==> src/rtl/region_blitter_if.sv <==
// Control, ROM and plot bundle for region_blitter.
// master = game FSM + ROM bank side, slave = the blitter.
interface region_blitter_if #(
    parameter int X_BITS      = 8,
    parameter int Y_BITS      = 7,
    parameter int COLOUR_BITS = 3,
    parameter int NUM_SOURCES = 5,
    parameter int SEL_BITS    = 3,
    parameter int ADDR_BITS   = 15
);
    logic                               start;
    logic [SEL_BITS-1:0]                sourceSelect;
    logic [X_BITS-1:0]                  originX;
    logic [Y_BITS-1:0]                  originY;
    logic [X_BITS-1:0]                  width;
    logic [Y_BITS-1:0]                  height;
    logic [ADDR_BITS-1:0]               romAddress;
    logic [NUM_SOURCES*COLOUR_BITS-1:0] romData;
    logic [X_BITS-1:0]                  plotX;
    logic [Y_BITS-1:0]                  plotY;
    logic [COLOUR_BITS-1:0]             plotColour;
    logic                               plotEnable;
    logic                               busy;
    logic                               done;

    modport master (
        output start, sourceSelect, originX, originY,
        output width, height, romData,
        input  romAddress, plotX, plotY, plotColour,
        input  plotEnable, busy, done
    );

    modport slave (
        input  start, sourceSelect, originX, originY,
        input  width, height, romData,
        output romAddress, plotX, plotY, plotColour,
        output plotEnable, busy, done
    );
endinterface

==> src/rtl/region_blitter.sv <==
// Copies a WxH image from one of several ROMs to any screen origin, clipping off-screen pixels.
// Define BLIT_TRANSPARENCY_EN to suppress pixels whose colour equals TRANSPARENT_COLOUR.
module region_blitter #(
    parameter int X_SCREEN_PIXELS    = 160,
    parameter int Y_SCREEN_PIXELS    = 120,
    parameter int X_BITS             = 8,
    parameter int Y_BITS             = 7,
    parameter int COLOUR_BITS        = 3,
    parameter int NUM_SOURCES        = 5,
    parameter int SEL_BITS           = 3,
    parameter int ADDR_BITS          = 15,
    parameter int ROM_LATENCY        = 1,
    parameter int TRANSPARENT_COLOUR = 0
) (
    input logic             Clock,
    input logic             Reset,
    region_blitter_if.slave blit
);
    localparam int CNT_BITS = $clog2(ROM_LATENCY + 2);
    localparam logic [COLOUR_BITS-1:0] KEY = COLOUR_BITS'(TRANSPARENT_COLOUR);

    typedef enum logic [1:0] {
        IDLE,
        SCAN,
        DRAIN,
        DONE
    } stateType;

    stateType             state;
    logic [SEL_BITS-1:0]  selReg;
    logic [X_BITS-1:0]    oxReg;
    logic [Y_BITS-1:0]    oyReg;
    logic [X_BITS-1:0]    wReg;
    logic [Y_BITS-1:0]    hReg;
    logic [X_BITS-1:0]    col;
    logic [Y_BITS-1:0]    row;
    logic [ADDR_BITS-1:0] addr;
    logic [CNT_BITS-1:0]  drainCnt;
    logic                 busyReg;
    logic                 doneReg;

    logic [X_BITS:0]      xPos;
    logic [Y_BITS:0]      yPos;
    logic                 onScreen;
    logic                 lastCol;
    logic                 lastRow;

    // Wide sums so an origin near the edge cannot wrap back on screen.
    assign xPos = {1'b0, oxReg} + {1'b0, col};
    assign yPos = {1'b0, oyReg} + {1'b0, row};
    assign onScreen = (xPos < (X_BITS+1)'(X_SCREEN_PIXELS))
                   && (yPos < (Y_BITS+1)'(Y_SCREEN_PIXELS));
    assign lastCol = (col == wReg - 1'b1);
    assign lastRow = (row == hReg - 1'b1);

    assign blit.romAddress = addr;
    assign blit.busy       = busyReg;
    assign blit.done       = doneReg;

    always_ff @(posedge Clock) begin
        if (Reset) begin
            state    <= IDLE;
            selReg   <= '0;
            oxReg    <= '0;
            oyReg    <= '0;
            wReg     <= '0;
            hReg     <= '0;
            col      <= '0;
            row      <= '0;
            addr     <= '0;
            drainCnt <= '0;
            busyReg  <= 1'b0;
            doneReg  <= 1'b0;
        end else begin
            doneReg <= 1'b0;
            unique case (state)
                IDLE: begin
                    if (blit.start) begin
                        selReg <= blit.sourceSelect;
                        oxReg  <= blit.originX;
                        oyReg  <= blit.originY;
                        wReg   <= blit.width;
                        hReg   <= blit.height;
                        col    <= '0;
                        row    <= '0;
                        addr   <= '0;
                        if (blit.width == '0 || blit.height == '0) begin
                            state   <= DONE;
                            doneReg <= 1'b1;
                        end else begin
                            state   <= SCAN;
                            busyReg <= 1'b1;
                        end
                    end
                end
                SCAN: begin
                    addr <= addr + 1'b1;
                    if (lastCol) begin
                        col <= '0;
                        if (lastRow) begin
                            state    <= DRAIN;
                            drainCnt <= '0;
                        end else begin
                            row <= row + 1'b1;
                        end
                    end else begin
                        col <= col + 1'b1;
                    end
                end
                DRAIN: begin
                    if (drainCnt == CNT_BITS'(ROM_LATENCY)) begin
                        state   <= DONE;
                        busyReg <= 1'b0;
                        doneReg <= 1'b1;
                    end else begin
                        drainCnt <= drainCnt + 1'b1;
                    end
                end
                DONE: begin
                    state <= IDLE;
                end
                default: begin
                    state <= IDLE;
                end
            endcase
        end
    end

    logic [COLOUR_BITS-1:0] srcColour;
    logic                   keyEnable;
    logic                   keyed;

    always_comb begin
        srcColour = '0;
        for (int i = 0; i < NUM_SOURCES; i++) begin
            if (selReg == SEL_BITS'(i)) begin
                srcColour = blit.romData[i*COLOUR_BITS +: COLOUR_BITS];
            end
        end
    end

`ifdef BLIT_TRANSPARENCY_EN
    assign keyEnable = 1'b1;
`else
    assign keyEnable = 1'b0;
`endif
    assign keyed = keyEnable && (srcColour == KEY);

    logic              pipeValid [ROM_LATENCY];
    logic [X_BITS-1:0] pipeX     [ROM_LATENCY];
    logic [Y_BITS-1:0] pipeY     [ROM_LATENCY];

    // Coordinates travel alongside the ROM read so they meet romData.
    always_ff @(posedge Clock) begin
        if (Reset) begin
            for (int i = 0; i < ROM_LATENCY; i++) begin
                pipeValid[i] <= 1'b0;
                pipeX[i]     <= '0;
                pipeY[i]     <= '0;
            end
            blit.plotEnable <= 1'b0;
            blit.plotX      <= '0;
            blit.plotY      <= '0;
            blit.plotColour <= '0;
        end else begin
            pipeValid[0] <= (state == SCAN) && onScreen;
            pipeX[0]     <= xPos[X_BITS-1:0];
            pipeY[0]     <= yPos[Y_BITS-1:0];
            for (int i = 1; i < ROM_LATENCY; i++) begin
                pipeValid[i] <= pipeValid[i-1];
                pipeX[i]     <= pipeX[i-1];
                pipeY[i]     <= pipeY[i-1];
            end
            if (pipeValid[ROM_LATENCY-1] && !keyed) begin
                blit.plotEnable <= 1'b1;
                blit.plotX      <= pipeX[ROM_LATENCY-1];
                blit.plotY      <= pipeY[ROM_LATENCY-1];
                blit.plotColour <= srcColour;
            end else begin
                blit.plotEnable <= 1'b0;
            end
        end
    end
endmodule

==> src/flat_wrapper.sv <==
// flat-port wrapper written by rule: the top's interface ports become plain ports
module region_blitter_flat 
#(
    parameter int X_SCREEN_PIXELS    = 160,
    parameter int Y_SCREEN_PIXELS    = 120,
    parameter int X_BITS             = 8,
    parameter int Y_BITS             = 7,
    parameter int COLOUR_BITS        = 3,
    parameter int NUM_SOURCES        = 5,
    parameter int SEL_BITS           = 3,
    parameter int ADDR_BITS          = 15,
    parameter int ROM_LATENCY        = 1,
    parameter int TRANSPARENT_COLOUR = 0
)
  (Clock, Reset, blit_start, blit_sourceSelect, blit_originX, blit_originY, blit_width, blit_height, blit_romData, blit_romAddress, blit_plotX, blit_plotY, blit_plotColour, blit_plotEnable, blit_busy, blit_done);
  region_blitter_if #(.X_BITS(X_BITS), .Y_BITS(Y_BITS), .COLOUR_BITS(COLOUR_BITS), .NUM_SOURCES(NUM_SOURCES), .SEL_BITS(SEL_BITS), .ADDR_BITS(ADDR_BITS)) blit_i ();
  input logic Clock;
  input logic Reset;
  input wire logic [$bits(blit_i.start)-1:0] blit_start;
  input wire logic [$bits(blit_i.sourceSelect)-1:0] blit_sourceSelect;
  input wire logic [$bits(blit_i.originX)-1:0] blit_originX;
  input wire logic [$bits(blit_i.originY)-1:0] blit_originY;
  input wire logic [$bits(blit_i.width)-1:0] blit_width;
  input wire logic [$bits(blit_i.height)-1:0] blit_height;
  input wire logic [$bits(blit_i.romData)-1:0] blit_romData;
  output wire logic [$bits(blit_i.romAddress)-1:0] blit_romAddress;
  output wire logic [$bits(blit_i.plotX)-1:0] blit_plotX;
  output wire logic [$bits(blit_i.plotY)-1:0] blit_plotY;
  output wire logic [$bits(blit_i.plotColour)-1:0] blit_plotColour;
  output wire logic [$bits(blit_i.plotEnable)-1:0] blit_plotEnable;
  output wire logic [$bits(blit_i.busy)-1:0] blit_busy;
  output wire logic [$bits(blit_i.done)-1:0] blit_done;
  assign blit_i.start = blit_start;
  assign blit_i.sourceSelect = blit_sourceSelect;
  assign blit_i.originX = blit_originX;
  assign blit_i.originY = blit_originY;
  assign blit_i.width = blit_width;
  assign blit_i.height = blit_height;
  assign blit_i.romData = blit_romData;
  assign blit_romAddress = blit_i.romAddress;
  assign blit_plotX = blit_i.plotX;
  assign blit_plotY = blit_i.plotY;
  assign blit_plotColour = blit_i.plotColour;
  assign blit_plotEnable = blit_i.plotEnable;
  assign blit_busy = blit_i.busy;
  assign blit_done = blit_i.done;
  region_blitter #(.X_SCREEN_PIXELS(X_SCREEN_PIXELS), .Y_SCREEN_PIXELS(Y_SCREEN_PIXELS), .X_BITS(X_BITS), .Y_BITS(Y_BITS), .COLOUR_BITS(COLOUR_BITS), .NUM_SOURCES(NUM_SOURCES), .SEL_BITS(SEL_BITS), .ADDR_BITS(ADDR_BITS), .ROM_LATENCY(ROM_LATENCY), .TRANSPARENT_COLOUR(TRANSPARENT_COLOUR)) u_core (.Clock(Clock), .Reset(Reset), .blit(blit_i));
endmodule
==> config.mk <==
export PLATFORM = sky130hd
export DESIGN_NAME = region_blitter_flat
export DESIGN_NICKNAME = d
export VERILOG_FILES = /design/src/rtl/region_blitter_if.sv /design/src/rtl/region_blitter.sv /design/src/flat_wrapper.sv
export SDC_FILE = /design/constraint.sdc
export NUM_CORES = 1
export LEC_CHECK = 0
export ABC_AREA = 1
export CAP_MARGIN = 30
export CORE_UTILIZATION = 35
export CTS_BUF_LIST = sky130_fd_sc_hd__clkbuf_8
export DETAILED_ROUTE_END_ITERATION = 6
export PLACE_DENSITY_LB_ADDON = 0.3
export SLEW_MARGIN = 20
export SYNTH_ARGS = -nofsm -noshare
export SYNTH_HDL_FRONTEND = slang
export SYNTH_SLANG_ARGS = --single-unit
export TNS_END_PERCENT = 50
==> constraint.sdc <==
create_clock -name Clock -period 1.8 [get_ports Clock]
set_input_delay 0.27 -clock Clock [delete_from_list [all_inputs] [get_ports Clock]]
set_output_delay 0.27 -clock Clock [all_outputs]
set_load 0.005 [all_outputs]
# ---- Word level (Yosys, flattened, before mapping)
# Memories as Yosys holds them, arrays and structs flattened. A register that Yosys moved wholly into a read port is not among the register bits.
# Cells that the tools add are included.
dict set report op_classes {
  n_reduce_logical 19
  magnitude_cmp 2
  n_div 0
  n_shift 0
  add_sub_neg 8
  n_eq_ne 17
  n_bitwise 0
  mux 42
  n_mul 0
}
# operator n
set op_table {}
lappend op_table {{15-bit one-hot mux with 2 select lines} 1}
lappend op_table {{7-bit 2-to-1 mux} 4}
lappend op_table {{8-bit 2-to-1 mux} 3}
lappend op_table {{2-bit 2-to-1 mux} 8}
lappend op_table {{8-bit one-hot mux with 2 select lines} 1}
lappend op_table {{4-bit AND reduction} 4}
lappend op_table {{15-bit by 1-bit adder with 15-bit output (second input constant)} 1}
lappend op_table {{15-bit 2-to-1 mux} 1}
lappend op_table {{3-bit 2-to-1 mux} 5}
lappend op_table {{1-bit 2-to-1 mux} 14}
lappend op_table {{7-bit one-hot mux with 2 select lines} 1}
lappend op_table {{8-bit by 8-bit adder with 9-bit output} 1}
lappend op_table {{9-bit by 8-bit < comparator with 1-bit output (second input constant)} 1}
lappend op_table {{7-bit by 7-bit adder with 8-bit output} 1}
lappend op_table {{8-bit by 1-bit adder with 8-bit output (second input constant)} 1}
lappend op_table {{8-bit == test} 1}
lappend op_table {{8-bit zero test} 1}
lappend op_table {{8-bit by 7-bit < comparator with 1-bit output (second input constant)} 1}
lappend op_table {{2-bit != test (second input constant)} 4}
lappend op_table {{2-bit one-hot mux with 4 select lines} 1}
lappend op_table {{8-bit OR reduction} 1}
lappend op_table {{8-bit by 1-bit subtractor with 8-bit output (second input constant)} 1}
lappend op_table {{7-bit by 1-bit adder with 7-bit output (second input constant)} 1}
lappend op_table {{7-bit == test} 1}
lappend op_table {{other kinds (19)} 29}
dict set report word_totals {
  regBits 73
  rom_bits 0
  output_inout_bits 36
  input_bits 51
  latchBits 0
  memories 3
  ramBits 16
  wordCells 105
}
# name depth width read_ports rd_ports_with_merged_regs write_ports line_no
set memory_table {}
lappend memory_table {u_core.pipeX 1 8 1 1 1 region_blitter.sv:150} ;# logic [X_BITS-1:0] pipeX [ROM_LATENCY];
lappend memory_table {u_core.pipeY 1 7 1 1 1 region_blitter.sv:151} ;# logic [Y_BITS-1:0] pipeY [ROM_LATENCY];
lappend memory_table {u_core.pipeValid 1 1 1 0 1 region_blitter.sv:149} ;# logic pipeValid [ROM_LATENCY];

# ---- Longest topological paths before layout
# Gate-level depths: netlist of run 1.
dict set report depth {
  ltp_word 6
  ltp_mapped 16
  depth_no_buf 16
}

# ---- Least setup slack after synthesis of run 1
# OpenSTA, ideal clock, no wires.
dict set report synth_path {
  path_kind {flip-flop to flip-flop}
  start {register u_core.col[0]}
  end {memory u_core.pipeValid[0]}
  arrival_ns 1.732
  setup_time_ns 0.064
  setup_slack_ns 0.004
  stages_incl_launch_ff 14
  synth_period_minus_slack_ns 1.796
  t_required_ns 1.736
  n_path_buf 0
  path_cell_list {dfxtp_1 > ha_1 > fa_1 > nand3_1 > nand2_1 > nand2_1 > nand2_1 > nand2_1 > nand2_1 > xor2_1 > nand2_1 > nand2_1 > nand3_1 > nor2_1}
}
dict set report synth_via {
  elab_chain_len 5
}
# item line_no
set synth_lines {}
lappend synth_lines {{start: declaration} region_blitter.sv:35} ;# logic [X_BITS-1:0] col;
lappend synth_lines {{start signal: assignment} region_blitter.sv:107} ;# col <= col + 1'b1;
lappend synth_lines {{8-bit by 8-bit adder with 9-bit output} region_blitter.sv:49} ;# assign xPos = {1'b0, oxReg} + {1'b0, col};
lappend synth_lines {{9-bit by 8-bit < comparator with 1-bit output} region_blitter.sv:51} ;# assign onScreen = (xPos < (X_BITS+1)'(X_SCREEN_PIXELS))
lappend synth_lines {{1-bit logical AND} region_blitter.sv:52} ;# && (yPos < (Y_BITS+1)'(Y_SCREEN_PIXELS));
lappend synth_lines {{1-bit logical AND} region_blitter.sv:166} ;# pipeValid[0] <= (state == SCAN) && onScreen;
lappend synth_lines {{1-bit 2-to-1 mux (no line)} n/a}
lappend synth_lines {{end: declaration} region_blitter.sv:149}
# No other way between the ends.

# ---- Final worst setup path of run 1
dict set report layout_path {
  start {register u_core.wReg[1]}
  end {register u_core.row[1]}
}
dict set report layout_via {
  elab_chain_len 4
}
# item line_no
set layout_lines {}
lappend layout_lines {{start: declaration} region_blitter.sv:33} ;# logic [X_BITS-1:0] wReg;
lappend layout_lines {{start signal: assignment} region_blitter.sv:82} ;# wReg <= blit.width;
lappend layout_lines {{8-bit by 1-bit subtractor with 8-bit output} region_blitter.sv:53} ;# assign lastCol = (col == wReg - 1'b1);
lappend layout_lines {{8-bit == test} region_blitter.sv:53}
lappend layout_lines {{2-bit by 1-bit != test with 1-bit output (no line)} n/a}
lappend layout_lines {{4-bit AND reduction (no line)} n/a}
lappend layout_lines {{end signal: assignment} region_blitter.sv:104} ;# row <= row + 1'b1;
lappend layout_lines {{end: declaration} region_blitter.sv:36} ;# logic [Y_BITS-1:0] row;
# No other way between the ends.
# A chain may end at the register's enable or synchronous reset.

==> results by group, run 1 <==
Job
  – Max-Cap Viols: 0

Floorplanning
  – Initial Utilization: 35.7%
  – Die area: 0.0153 mm²
  – Die X: 124 µm
  – Core Box Area: 0.0145 mm²
  – Placement row count: 44
  – Chip Height: 124 µm
  – Number of I/O pins: 87

Worst setup path
  – RR Startpoint: u_core.wReg[1]
  – Reg-to-Reg End: u_core.row[1]
  – Setup CP Type: flop to flop
  – Critical path origin: u_core.wReg[1]
  – Startpoint types: flop
  – Worst Path Max Fanout: 6
  – Worst path top cell family by delay: simple AND/OR/NAND/NOR gates
  – Critical path capture point: u_core.row[1]
  – Reg-to-reg slack, setup: -0.03 ns
  – Reg2Reg Depth: 13
  – Max stage delay on crit path: 0.34 ns
  – CP arrival: 2.10 ns
  – CP required: 2.07 ns
  – Crit. End Element: flop
  – Stages on the worst setup path: 13
  – Worst path slowest cell: dfxtp_2
  – CP Cell Sequence: inv_2 > ha_4 > xor2_2 > nand3_1 > nor2_1 > nand2_1 > nor2_1 > nand2_1 > nand2_4 > buf_6 > nand4_1 > nand2_1 > nor2_1
  – Buf+Inv Stages, Crit Path: 2

Global routing
  – First-pass GRT wire length: 20.2 mm
  – Gr usage total: 16.7%
  – Total gr overflow: 0
  – Initial antenna violation count: 0
  – Vias in the first global route: 4409
  – Pin count of the biggest net entering global routing: 51

Timing
  – Hold Vio Cnt, Final: 0
  – RSZ-0062 raised after global routing: yes
  – Fin Clk Skew: 0.0137 ns
  – Setup ws final: -0.0254 ns
  – Max Clock Freq: 0.548 GHz
  – Period utilization: 101%
  – Fin. max-slew vios: 0
  – Worst hold slack: 0.461 ns
  – Slew HR: 69.1%
  – Period minus WS final: 1.83 ns
  – Tightest Pin Transition: 0.460 ns
  – Final setup viols: 3

Clocking
  – Root Buffer: clkbuf_8
  – Cts bufs inserted: 9
  – Clk sinks: 104
  – Maximum clock path buffer count: 2
  – Worst-Skew Late Latency: 0.38 ns
  – CTS tree: yes
  – Clk slew on worst S/H paths: 0.10 ns
  – Htree depth: 3
  – CTS Hold Buffers Added: 0

Yosys
  – Synth area leaders: dfxtp_1 (40%), nor2_1 (9.0%), nand2_1 (8.7%)
  – Top cell type's share of synthesized area: 40.3%
  – Cell taking the most area after synthesis: dfxtp_1
  – Sequential share of the synthesized area: 40.3%
  – Post-synthesis cell area: 0.00517 mm²
  – Post-synth EDFFs: 0
  – Adder-cell share of the synthesized area: 6.59%
  – Seq cells post-synth: 104
  – Complex-gate fraction of the synthesized area: 13.1%
  – Post-Synth Simple-Gate Area: 28.5%
  – Largest family of logic cells by synthesized area: simple AND/OR/NAND/NOR gates
  – Syn nets: 794
  – Asr flop ratio synth: 0%
  – Most frequent cells after synthesis: nor2_1 (124), nand2_1 (120), dfxtp_1 (104)
  – Mean post-synth cell area: 7.21 µm²
  – Most common cell in the netlist: nor2_1
  – Xor and xnor area share after synthesis: 4.41%
  – Cell count after synthesis: 717
  – Yosys warnings: 0
  – Mux contribution to synthesized area: 0%
  – Synth cell types: 39
  – Main flop type after synthesis: dfxtp_1

Cells and area
  – Layout area overhead: 37.7%
  – Ant diodes: 0
  – Non-Filler Instances: 1045
  – Fillers: 1433
  – # nets final: 933
  – Multi-input logic area: 0.00296 mm²
  – Final instance area: 0.00712 mm²
  – Sequential standard cell area: 0.00210 mm²
  – Share of post-route cells with drive strength above 1: 17.3%

Power
  – LEAKAGE: 3.03 nW
  – Power density cells: 1110 mW/mm²
  – Worst IR Drop VDD: 659 µV

Route
  – Antenna Nets Post-Route: 0
  – Initial DRC count: 164
  – First-pass DRT Iterations: 4
  – Post-route DRC: 0
  – Via count: 4887
  – Vias per cell: 4.68
  – Total wire length: 12.2 mm
  – Routed len/inst: 11.6 µm

Run status
  – Outcome: finished, violations left
  – Failing checks: setup timing

Place
  – DP Cell Count: 1026
  – RD Place Congestion: 0.867
  – Placement Cell Area: 0.00664 mm²
  – Dpl ws: -0.210 ns
  – DP HPWL: 8.86 mm
  – Port Buf Inserts: 86

Worst hold path
  – Hold Path Class: flop to flop
==> worst min-delay path by stage <==
stage	startpoint	endpoint	slack, ns	cells after the start
after floorplan	u_core.pipeY[0][6]	u_core.blit.plotY[6]	0.43	2
after global placement	u_core.pipeX[0][4]	u_core.blit.plotX[4]	0.44	2
after detailed placement	u_core.pipeY[0][1]	u_core.blit.plotY[1]	0.44	2
after CTS	u_core.pipeX[0][4]	u_core.blit.plotX[4]	0.47	2
after global routing	u_core.pipeY[0][1]	u_core.blit.plotY[1]	0.48	2
final	u_core.pipeX[0][4]	u_core.blit.plotX[4]	0.46	2
==> per-stage QoR <==
stage	setup TNS (ns)	total power, mW	util (%)
6_report	-0.0270	7.91	49.2
5_1_grt	-2.40	8.55	49.2
4_1_cts	-0.106	7.70	47.9
3_5_place_dp	-2.97	6.12	45.8
3_3_place_gp	-1.76	6.11	45.8
2_1_floorplan	0	4.89	-
==> registers in the layout, indices dropped and copies added, names as in the netlist <==
signal and flops:
u_core.blit.done 1, u_core.oxReg 8, u_core.blit.plotY 7, u_core.blit.romAddress 15, u_core.pipeValid 1, u_core.hReg 7
u_core.row 7, u_core.pipeX 8, u_core.wReg 8, u_core.state 2, u_core.col 8, u_core.selReg 3
u_core.blit.plotEnable 1, u_core.oyReg 7, u_core.pipeY 7, u_core.blit.plotX 8, u_core.blit.busy 1, u_core.drainCnt 2
u_core.blit.plotColour 3
==> logic make-up (layout without fill, tap and decap cells) <==
group	after synthesis	after routing
AO/OA/AOI/OAI	130	130
AND/OR/NAND/NOR	335	335
flip-flops	104	104
XOR/XNOR	26	26
adder cells (fa/ha/maj)	26	26
buffers and inverters	96	240
==> tightest hold or removal path, delay by kind of cell, from the launching register on <==
| family | cells | cell delay [ns] |
|---|---|---|
| flops | 1 | 0.32 |
| simple gates | 2 | 0.12 |
==> layout make-up <==
class | instances | area share, %
repair buffers | 151 | 19.2
well taps | 184 | 3.23
inverters | 73 | 3.92
multi-input cells | 517 | 41.6
clock inverters | 6 | 0.703
flip-flops and latches | 104 | 29.4
clock buffers | 10 | 1.93
==> per-layer routing <==
layer  wire length, µm  GRT usage [%]  vias up
li1                  -              -     2641
met1              6210           22.7     2145
met2              5350           26.7       86
met3               454           3.51       15
met4               159           4.74        0
met5                 0              0        -
==> repair_timing <==
action / 4_1_cts / 5_1_grt
gates resized for setup: 39 / 42
buffers inserted: 1 / 3
pin swaps: 28 / 28
setup endpoints to repair: 24 / 32
==> report_power, final <==
group	internal, mW	total, mW	switching [mW]	leakage [nW]
clock network	0.561	1.42	0.862	0.0952
logic	1.59	3.52	1.92	2.08
registers	2.72	2.97	0.247	0.854
total	4.88	7.91	3.03	3.03
==> cells in the final DEF, fill, tap and decap left out, types with 12 or more instances in the layout <==
master and count:
dfxtp_1 93, ha_1 18, o21ai_0 61, clkdlybuf4s50_1 86
nand3_1 32, xor2_1 15, nand2_1 106, nor2_1 121
inv_1 63, a21oi_1 52, buf_4 61, nand4_1 21
nor3_1 12
No activity file was read; power rests on OpenSTA's default activity.
==> run 2, diff against run 1 <==
==> constraint.sdc (replaced) <==
create_clock -name Clock -period 1.78 [get_ports Clock]
set_input_delay 0.267 -clock Clock [delete_from_list [all_inputs] [get_ports Clock]]
set_output_delay 0.267 -clock Clock [all_outputs]
set_load 0.005 [all_outputs]
==> results by group, run 2 (synthesis results as in run 1) <==
Power
  – Power density cells: 1130 mW/mm²
  – LEAKAGE: 3.09 nW
  – Worst IR Drop VDD: 642 µV
  – Final Total Pwr: 8.20 mW

Global routing
  – Vias in the first global route: 4664
  – Initial antenna violation count: 0
  – Pin count of the biggest net entering global routing: 51
  – Total gr overflow: 0
  – First-pass GRT wire length: 21.4 mm
  – Gr usage total: 17.6%

Timing
  – Fin Clk Skew: 0.0123 ns
  – Setup ws final: -0.0596 ns
  – Setup TNS: -0.288 ns
  – Fin. max-slew vios: 0
  – Tightest Pin Transition: 0.494 ns
  – RSZ-0062 raised after global routing: yes
  – Slew HR: 66.9%
  – Hold Vio Cnt, Final: 0
  – Final setup viols: 10
  – Period utilization: 103%
  – Period minus WS final: 1.84 ns
  – Max Clock Freq: 0.544 GHz

Worst hold path
  – Hold Path Class: flop to flop
  – Hold wc startpoint: u_core.pipeX[0][5]

Cells and area
  – Layout area overhead: 40.4%
  – Fillers: 1427
  – Sequential standard cell area: 0.00210 mm²
  – Post-layout util: 50.1%
  – Most frequent cells in the layout: nor2_1 (120), nand2_1 (107), dfxtp_1 (93), clkdlybuf4s50_1 (86), buf_4 (71)
  – Max reg flops: 15
  – Non-Filler Instances: 1058
  – Ant diodes: 0
  – Share of post-route cells with drive strength above 1: 19.5%
  – Multi-input logic area: 0.00296 mm²
  – # nets final: 946
  – Commonest non-fill, non-tap cell in the layout: nor2_1

Worst setup path
  – CP arrival: 2.17 ns
  – RR Startpoint: u_core.state[0]
  – Startpoint types: flop
  – Setup CP Type: flop to flop
  – Worst path slowest cell: dfxtp_2
  – CP Cell Sequence: inv_2 > ha_4 > inv_2 > nand2_2 > nand2_4 > buf_12 > nand3_4 > nor2_4 > nand2_2 > nor3_4 > nand3_2 > nor2_2 > a21oi_1 > nor2_1
  – Crit. End Element: flop
  – Max stage delay on crit path: 0.37 ns
  – Worst Path Max Fanout: 4
  – CP required: 2.11 ns
  – Critical path origin: u_core.state[0]

Route
  – Routed len/inst: 11.8 µm
  – Total wire length: 12.5 mm
  – Post-route DRC: 0
  – Antenna Nets Post-Route: 0
  – Vias per cell: 4.68
  – Initial DRC count: 281
  – Via count: 4956
  – First-pass DRT Iterations: 5

Floorplanning
  – Chip Height: 124 µm
  – Die X: 124 µm
  – Die area: 0.0153 mm²
  – Initial Utilization: 35.7%
  – Number of I/O pins: 87
  – Core Box Area: 0.0145 mm²
  – Placement row count: 44

Place
  – RD Place Congestion: 0.843
  – Dpl ws: -0.216 ns
  – DP HPWL: 9.07 mm
  – Port Buf Inserts: 86
  – DP Cell Count: 1025

Clocking
  – Cts bufs inserted: 9
  – Clk sinks: 104
  – Maximum clock path buffer count: 2
  – Worst-Skew Late Latency: 0.39 ns
  – Clk slew on worst S/H paths: 0.11 ns
  – Root Buffer: clkbuf_8
  – Htree depth: 3
  – CTS tree: yes

Job
  – Max-Cap Viols: 0

Run status
  – Outcome: finished, violations left
  – Failing checks: setup timing
run 2: per-stage QoR:
stage               hold slack [ns]  instance area (µm²)
floorplan                     0.431                 5170
detailed placement            0.439                 6640
global placement              0.435                 6640
global route                  0.484                 7250
finish                        0.464                 7250
CTS                           0.463                 7040
run 2: repair_timing:
action | CTS | global route
pin swaps | 16 | 31
cloned | 0 | 0
hold buffers | 0 | 0
setup endpoints to repair | 27 | 34
gates resized for setup | 41 | 44
buffers inserted | 8 | 9
hold endpoints to repair | 0 | 0
run 2: critical path: cells and delay by family, from the launching register on:
kind	cells	cell delay, ns
AOI/OAI and AO/OA	1	0.08
adders and majority gates	1	0.17
buffers and inverters	3	0.22
DFF	1	0.37
and+or+nand+nor	9	0.93
run 2: area by class of cell:
class | instances | share of cell area (%)
clock buffers | 9 | 1.71
multi-input cells | 517 | 40.7
flip-flops and latches | 104 | 28.9
clock inverters | 7 | 1.05
well taps | 184 | 3.17
inverters | 73 | 3.85
repair buffers | 164 | 20.5
run 2: power by group:
group | switching (mW) | internal (mW)
logic | 1.93 | 1.71
clock network | 0.889 | 0.666
registers | 0.257 | 2.76
run 2: path summary, 6_finish.rpt:
kind	to	slack, ns	depth (start not counted)
max	u_core.blit.romAddress[13]	-0.06	14
min	u_core.blit.plotX[5]	0.46	2
max reg2reg	u_core.blit.romAddress[13]	-0.06	14
min reg2reg	u_core.blit.plotX[5]	0.46	2
run 2: per-layer routing:
| layer | routed length (µm) | share of wire, % | track usage (%) | up-vias |
|---|---|---|---|---|
| met5 | 0 | 0 | 0 | - |
| met4 | 90 | 0.72 | 3.39 | 0 |
| met3 | 478 | 3.8 | 4.29 | 10 |
| met2 | 5620 | 45 | 28.9 | 82 |
| met1 | 6320 | 51 | 23.6 | 2211 |
| li1 | - | - | - | 2653 |
